$ cat src/rtl/mvm_pkg.sv
// mvm_pkg: shared FSM state encoding and result-width helper for the MVM tile sequencer
package mvm_pkg;
  typedef enum logic [2:0] {IDLE, FETCH, WAIT, COMPUTE, EMIT, DONE} state_e;
  function automatic int out_w(input int width, input int vector_size);
    return 2 * width + vector_size;
  endfunction
endpackage

$ cat src/rtl/mvm_result_reg.sv
// mvm_result_reg: result register loaded in COMPUTE and held with valid until downstream accepts
module mvm_result_reg #(
  parameter int DW = 39,
  parameter int TW = 2
) (
  input  logic          clk,
  input  logic          rst,
  input  logic          load_i,
  input  logic          ready_i,
  input  logic [DW-1:0] data_i,
  input  logic [TW-1:0] tile_i,
  output logic          valid_o,
  output logic [DW-1:0] data_o,
  output logic [TW-1:0] tile_o
);
  always_ff @(posedge clk) begin
    if (rst) begin
      valid_o <= 1'b0;
      data_o  <= '0;
      tile_o  <= '0;
    end else if (load_i) begin
      valid_o <= 1'b1;
      data_o  <= data_i;
      tile_o  <= tile_i;
    end else if (valid_o && ready_i) begin
      valid_o <= 1'b0;
    end
  end
endmodule

$ cat src/rtl/mvm_tile_ctrl.sv
// mvm_tile_ctrl: walks weight tiles through an external MVM; MVM_TILE_CTRL_PERF_EN adds a stall counter
module mvm_tile_ctrl
  import mvm_pkg::*;
#(
  parameter int VECTOR_SIZE     = 3,
  parameter int MATRIX_COLUMNS  = 3,
  parameter int WIDTH_ELEMENT   = 5,
  parameter int NUM_TILES       = 4,
  parameter int TILE_ADDR_WIDTH = 2,
  localparam int OUT_W = out_w(WIDTH_ELEMENT, VECTOR_SIZE),
  localparam int VW    = VECTOR_SIZE * WIDTH_ELEMENT,
  localparam int MW    = VECTOR_SIZE * MATRIX_COLUMNS * WIDTH_ELEMENT,
  localparam int RW    = OUT_W * MATRIX_COLUMNS
) (
  input  logic                       clk,
  input  logic                       rst,
  input  logic                       start,
  input  logic [VW-1:0]              vector_in,
  output logic                       busy,
  output logic                       done,
  output logic                       w_rd_en,
  output logic [TILE_ADDR_WIDTH-1:0] w_addr,
  input  logic [MW-1:0]              w_data,
  output logic [VW-1:0]              mvm_vector,
  output logic [MW-1:0]              mvm_matrix,
  input  logic [RW-1:0]              mvm_out,
  output logic                       res_valid,
  input  logic                       res_ready,
  output logic [RW-1:0]              res_data,
  output logic [TILE_ADDR_WIDTH-1:0] res_tile
`ifdef MVM_TILE_CTRL_PERF_EN
  ,output logic [15:0]               stall_cycles
`endif
);
  state_e state_q, state_d;
  logic [TILE_ADDR_WIDTH-1:0] tile_q;
  logic busy_q, done_q, rd_q;
  logic [VW-1:0] vec_q;
  logic [MW-1:0] mat_q;
  logic accept, hs, last;
  assign accept = (state_q == IDLE) && start;
  assign hs     = res_valid && res_ready;
  assign last   = tile_q == TILE_ADDR_WIDTH'(NUM_TILES - 1);
  always_comb begin
    state_d = state_q;
    case (state_q)
      IDLE:    state_d = start ? FETCH : IDLE;
      FETCH:   state_d = WAIT;
      WAIT:    state_d = COMPUTE;
      COMPUTE: state_d = EMIT;
      EMIT:    state_d = hs ? (last ? DONE : FETCH) : EMIT;
      default: state_d = IDLE;
    endcase
  end
  // Status outputs are decoded from the next state so they are flops aligned with the state.
  always_ff @(posedge clk) begin
    if (rst) begin
      state_q <= IDLE;
      tile_q  <= '0;
      busy_q  <= 1'b0;
      done_q  <= 1'b0;
      rd_q    <= 1'b0;
      vec_q   <= '0;
      mat_q   <= '0;
    end else begin
      state_q <= state_d;
      busy_q  <= state_d != IDLE;
      done_q  <= state_d == DONE;
      rd_q    <= state_d == FETCH;
      if (accept) begin
        vec_q  <= vector_in;
        tile_q <= '0;
      end
      if (state_q == EMIT && hs && !last) tile_q <= tile_q + 1'b1;
      if (state_q == WAIT) mat_q <= w_data;
    end
  end
  mvm_result_reg #(.DW(RW), .TW(TILE_ADDR_WIDTH)) u_res (
    .clk    (clk),
    .rst    (rst),
    .load_i (state_q == COMPUTE),
    .ready_i(res_ready),
    .data_i (mvm_out),
    .tile_i (tile_q),
    .valid_o(res_valid),
    .data_o (res_data),
    .tile_o (res_tile)
  );
  assign busy       = busy_q;
  assign done       = done_q;
  assign w_rd_en    = rd_q;
  assign w_addr     = tile_q;
  assign mvm_vector = vec_q;
  assign mvm_matrix = mat_q;
`ifdef MVM_TILE_CTRL_PERF_EN
  logic [15:0] stall_q;
  always_ff @(posedge clk) begin
    if (rst || accept) stall_q <= '0;
    else if (res_valid && !res_ready && stall_q != 16'hFFFF) stall_q <= stall_q + 16'd1;
  end
  assign stall_cycles = stall_q;
`endif
endmodule

$ cat config.mk
export PLATFORM = sky130hd
export DESIGN_NAME = mvm_tile_ctrl
export DESIGN_NICKNAME = d
export VERILOG_FILES = /design/src/rtl/mvm_pkg.sv /design/src/rtl/mvm_result_reg.sv /design/src/rtl/mvm_tile_ctrl.sv
export SDC_FILE = /design/constraint.sdc
export NUM_CORES = 1
export LEC_CHECK = 0
export CORE_ASPECT_RATIO = 0.5
export CORE_MARGIN = 2
export CORE_UTILIZATION = 35
export DETAILED_ROUTE_END_ITERATION = 10
export HOLD_SLACK_MARGIN = 0.1
export PLACE_DENSITY = 0.85
export SLEW_MARGIN = 25
export SYNTH_ARGS = -nofsm -noshare
export SYNTH_HDL_FRONTEND = slang
export SYNTH_SLANG_ARGS = --single-unit
$ cat constraint.sdc
create_clock -name clk -period 1.55 [get_ports clk]
set_clock_uncertainty 0.2 [all_clocks]
set_input_delay 0.2325 -clock clk [delete_from_list [all_inputs] [get_ports clk]]
set_output_delay 0.2325 -clock clk [all_outputs]
set_load 0.01 [all_outputs]
* Yosys cells after proc, flatten, opt, wreduce, memory -nomap -nowiden *
Index checks and enable logic that the tools add are counted.

cells by class
  mux-type cells = 8
  reductions and logical operators = 9
  equality and inequality tests = 7
  add/subtract/negate cells = 1

operators with widths
  cell                                                              number
  3-bit one-hot mux with 5 select lines                             1
  3-bit by 1-bit == test with 1-bit output (second input constant)  2
  3-bit by 2-bit == test with 1-bit output (second input constant)  2
  3-bit == test (second input constant)                             2
  3-bit 2-to-1 mux                                                  2
  1-bit logical AND                                                 4
  2-bit 2-to-1 mux                                                  2
  2-bit nonzero test                                                2
  3-bit logical NOT                                                 1
  1-bit 2-to-1 mux                                                  3
  3-bit nonzero test                                                1
  2-bit by 1-bit adder with 2-bit output (second input constant)    1
  2-bit == test (second input constant)                             1
  1-bit logical NOT                                                 1

word-level totals
  register bits = 110

* Longest topological paths before layout *
  word-level depth = 5
  gate-level depth with buffers = 6
  depth with buffers taken out = 4

* Modules after synthesis *
From an unflattened synthesis, not the netlist that was laid out.

unflattened totals
  cell total of the unflattened synthesis = 438
  area, all modules = 3973.8 um^2

by module, submodules not included
  module          seq. area each (um^2)  area an instance (um^2)  cells each  times used
  mvm_tile_ctrl   1361.3                 2438.6                   301         1
  mvm_result_reg  840.8                  1535.2                   137         1

* Least setup slack after synthesis *
No wires, ideal clock.

  path kind = register -> register
  start = register state_q[0]
  end = register vec_q[10], in the netlist mvm_vector[10]
  slack = -0.083 ns
  period minus slack after synthesis = 1.633 ns
  arrival time = 1.301 ns
  required time = 1.218 ns
  cell stages (with the launch flop) = 7
  cell sequence = dfxtp_1 -> buf_6 -> or4b_1 -> buf_6 -> buf_8 -> nand2_1 -> a21oi_1

on the way
  longest elaborated chain between the ends = 2

RTL lines
  what                    line                 source
  start, declared         mvm_tile_ctrl.sv:35  state_e state_q, state_d;
  start signal, assigned  mvm_tile_ctrl.sv:66  state_q <= state_d;
  3-bit logical NOT       mvm_tile_ctrl.sv:41  assign accept = (state_q == IDLE) && start;
  1-bit logical AND       mvm_tile_ctrl.sv:41
  end signal, assigned    mvm_tile_ctrl.sv:71  vec_q <= vector_in;
  end, declared           mvm_tile_ctrl.sv:38  logic [VW-1:0] vec_q;

No other way between the ends.
A chain may end at the register's enable or synchronous reset.

* Worst setup path after layout *
  start = register state_q[2]
  end = register vec_q[7], in the netlist mvm_vector[7]

The elaborated chain is that of the path after synthesis.

==> reports/results.ini <==
[timing]
drv_slew = 0
rsz0062_at_grt = true
period_minus_slack_ps = 1540
finalCritPeriodShare = 0.993
worst_pin_slew_ps = 308
fmax_mhz = 650
finalHoldViolCount = 0
slew_headroom = 0.794
tns_ps = 0
hold_slack_ps = 238
setup_viol = 0

[power]
p_sw_frac = 0.251
pwr-share-clk = 0.346
p_switching_uw = 1670
power_frac_comb = 0.191
total_power_uw = 6640
peakVddDrop_mv = 0.685
leakagePower_uw = 0.00287
powerDensity_nw_per_um2 = 1010
seq_power_share = 0.464
internal_power_uw = 4970

[drt]
finalWirelength_um = 12300
drc_errors = 0
ant_nets = 0
drtPass1Iterations = 4
wire_per_inst_um = 14.5
routed_via_density = 4.70
drtIter0Drc = 292
vias = 3991

[global_route]
grt_use_met2 = 0.359
grt_max_degree = 34
antenna_found_initial = 0
grt_pass1_vias = 3736
grt_overflow = 0
grt_usage = 0.184
grt_pass1_wl_um = 18100
met1_usage = 0.199
use_met3 = 0.0366
top_usage_layer = met2

[worst_setup_path]
reg2reg_slack_ps = 10
cp-start-kind = flip-flop
slowest_stage = or4b_4
cp_max_fo = 8
endpoint = mvm_vector[7]$_SDFFE_PP0P_
rr_endpoint = mvm_vector[7]$_SDFFE_PP0P_
worstSetupPathType = flip-flop to flip-flop
cp.depth = 4
max_stage_delay_ps = 530
cp_top_family = simple AND/OR/NAND/NOR gates
crit_chain = or4b_4 > buf_4 > nand2_1 > a21oi_1
critPathBufInv = 1
crit_path_end_kind = flip-flop
worst_r2r_path_depth = 4
arrival_ps = 1560
reg2reg_from = state_q[2]$_SDFF_PP0_
startpoint = state_q[2]$_SDFF_PP0_
worstPathRequired_ps = 1580

[cells_and_area]
drive_above_1_share = 0.0824
seq_area_um2 = 2210
nets = 803
syn_to_final_growth_pct = 67.1
fillerInstances = 951
diodes = 0
multi_input_area_um2 = 1520

[clock_tree]
cts_tree = done
cts_buffers = 9
insertion_delay_ps = 340
path_clk_slew_ps = 70
cts.path.max_buffers = 2
cts_sinks = 110
clockRootBuffer = clkbuf_16
htreeDepth = 3

[yosys]
syn_area_per_cell_um2 = 8.18
yosys.area_share.simple = 0.235
async_flop_share = 0
synth-seq-cells = 110
synth-xor-area-share = 0.00223
synth_top_family_by_area = simple AND/OR/NAND/NOR gates
synth_edf_count = 0
synthesis.nets = 585
synth_cell_type_count = 30
synth-main-ff-cell = dfxtp_1
synth.area.mux_share = 0.00795
synth-compound-area-share = 0.137
synth_fa_ha_area_frac = 0.00318
seq_area_frac_synth = 0.559
syn_area_um2 = 3940
synthCells = 481
yosysWarnings = 0

[run]
drv_cap = 0

[worst_hold_path]
min_path_type = input port to flip-flop

[placement]
gp_congestion = 0.794
hpwl_um = 8210
portBuffers = 209

[floorplanning]
rows = 27
fp.dieH_um = 79.0
pin_count = 210
dieArea_um2 = 12200
start_util = 0.359
die_x_um = 154
coreArea_um2 = 11000

[outcome]
outcome = completed

[cells in the final DEF (no fill, tap or decap), types with 2 or more instances in the layout]
cell | netlist | routed
clkbuf_16 | 0 | 12
a21oi_1 | 103 | 102
dfxtp_2 | 0 | 3
clkbuf_1 | 13 | 3
buf_6 | 6 | 6
buf_4 | 1 | 19
nor2_1 | 3 | 3
dlygate4sd2_1 | 0 | 107
nand2b_1 | 2 | 2
clkdlybuf4s50_1 | 0 | 101
mux2i_1 | 2 | 2
nand2_1 | 203 | 203
dfxtp_1 | 110 | 106
nand3b_1 | 2 | 2
nor3_1 | 3 | 3
buf_12 | 0 | 6
[worst register-to-register path: cells and delay by family, from the launching register on]
kind	cells	cell delay, ps
flops	1	370
compound gates	1	60
buf+inv	1	190
simple gates	2	610
[worst min-delay path by stage]
stage / startpoint / end / cells after the start / slack [ps]
5_1_grt: w_data[34] / mvm_matrix[34]$_SDFFE_PP0P_ / 3 / 240
6_report: vector_in[11] / mvm_vector[11]$_SDFFE_PP0P_ / 3 / 240
2_1_floorplan: w_data[0] / mvm_matrix[0]$_SDFFE_PP0P_ / 2 / 170
3_5_place_dp: mvm_matrix[42]$_SDFFE_PP0P_ / mvm_matrix[42]$_SDFFE_PP0P_ / 2 / 250
3_3_place_gp: mvm_matrix[22]$_SDFFE_PP0P_ / mvm_matrix[22]$_SDFFE_PP0P_ / 2 / 240
4_1_cts: mvm_out[31] / u_res.data_o[31]$_SDFFE_PP0N_ / 3 / 230
[cells in the mapped netlist (all sizes together), types with 2 or more instances]
cell type,number,area (µm²)
mux2i,2,20.0
nand3b,3,26.3
a21oi,103,515
nor3b,2,26.3
dfxtp,110,2200
nand2,203,762
buf,23,165
clkbuf,13,48.8
and3b,2,18.8
nand2b,2,12.5
nor3,3,15.0
nor2,3,11.3
[kinds of logic after synthesis]
kind of cell | count (synthesis)
compound gates | 106
xor+xnor | 1
fa+ha+maj | 1
buf+inv | 37
flops | 110
mux | 3
simple gates | 223
[power by group through the flow]
| stage | logic [µW] | registers [µW] | clock network [µW] |
|---|---|---|---|
| final | 1260 | 3080 | 2290 |
| after global routing | 1370 | 3100 | 2460 |
| after CTS | 1170 | 3070 | 2360 |
| after detailed placement | 1270 | 3140 | 0 |
| after global placement | 1250 | 3140 | 0 |
| after floorplan | 481 | 3210 | 0 |
[metal layers]
metal | wire length [µm] | up-vias
li1 | - | 1986
met1 | 4990 | 1854
met2 | 6510 | 118
met3 | 477 | 33
met4 | 370 | 0
met5 | 0 | -
[registers in the layout, summed over array words and instances (netlist names)]
name,flops
w_addr,2
u_res.tile_o,2
done,1
mvm_vector,15
w_rd_en,1
state_q,3
u_res.valid_o,1
busy,1
u_res.data_o,39
mvm_matrix,45
[stage by stage]
step                cells  setup slack, ps  area, µm²   util
floorplan             481            -48.4       3940      -
global placement      823             -258       6240  0.568
detailed placement    823             -289       6240  0.568
CTS                   840             16.9       6410  0.584
global route          849            -22.0       6580  0.599
finish                849             11.3       6580  0.599
[repair_timing]
item | CTS | global route
endpoints found under the setup margin | 117 | 71
endpoints found under the hold margin | 13 | 0
pin swaps | 0 | 2
buffers inserted | 0 | 3
resized for setup | 110 | 13
hold buffers | 1 | 0
gates cloned | 0 | 6
[area by class of cell]
class | instances | share of cell area
Sequential cell | 110 | 0.336
Tap cell | 145 | 0.0276
Clock buffer | 13 | 0.0381
Inverter | 1 | 0.000571
Clock inverter | 3 | 0.00666
Timing Repair Buffer | 243 | 0.359
Multi-Input combinational cell | 334 | 0.232
No activity file was read; power rests on OpenSTA's default activity.
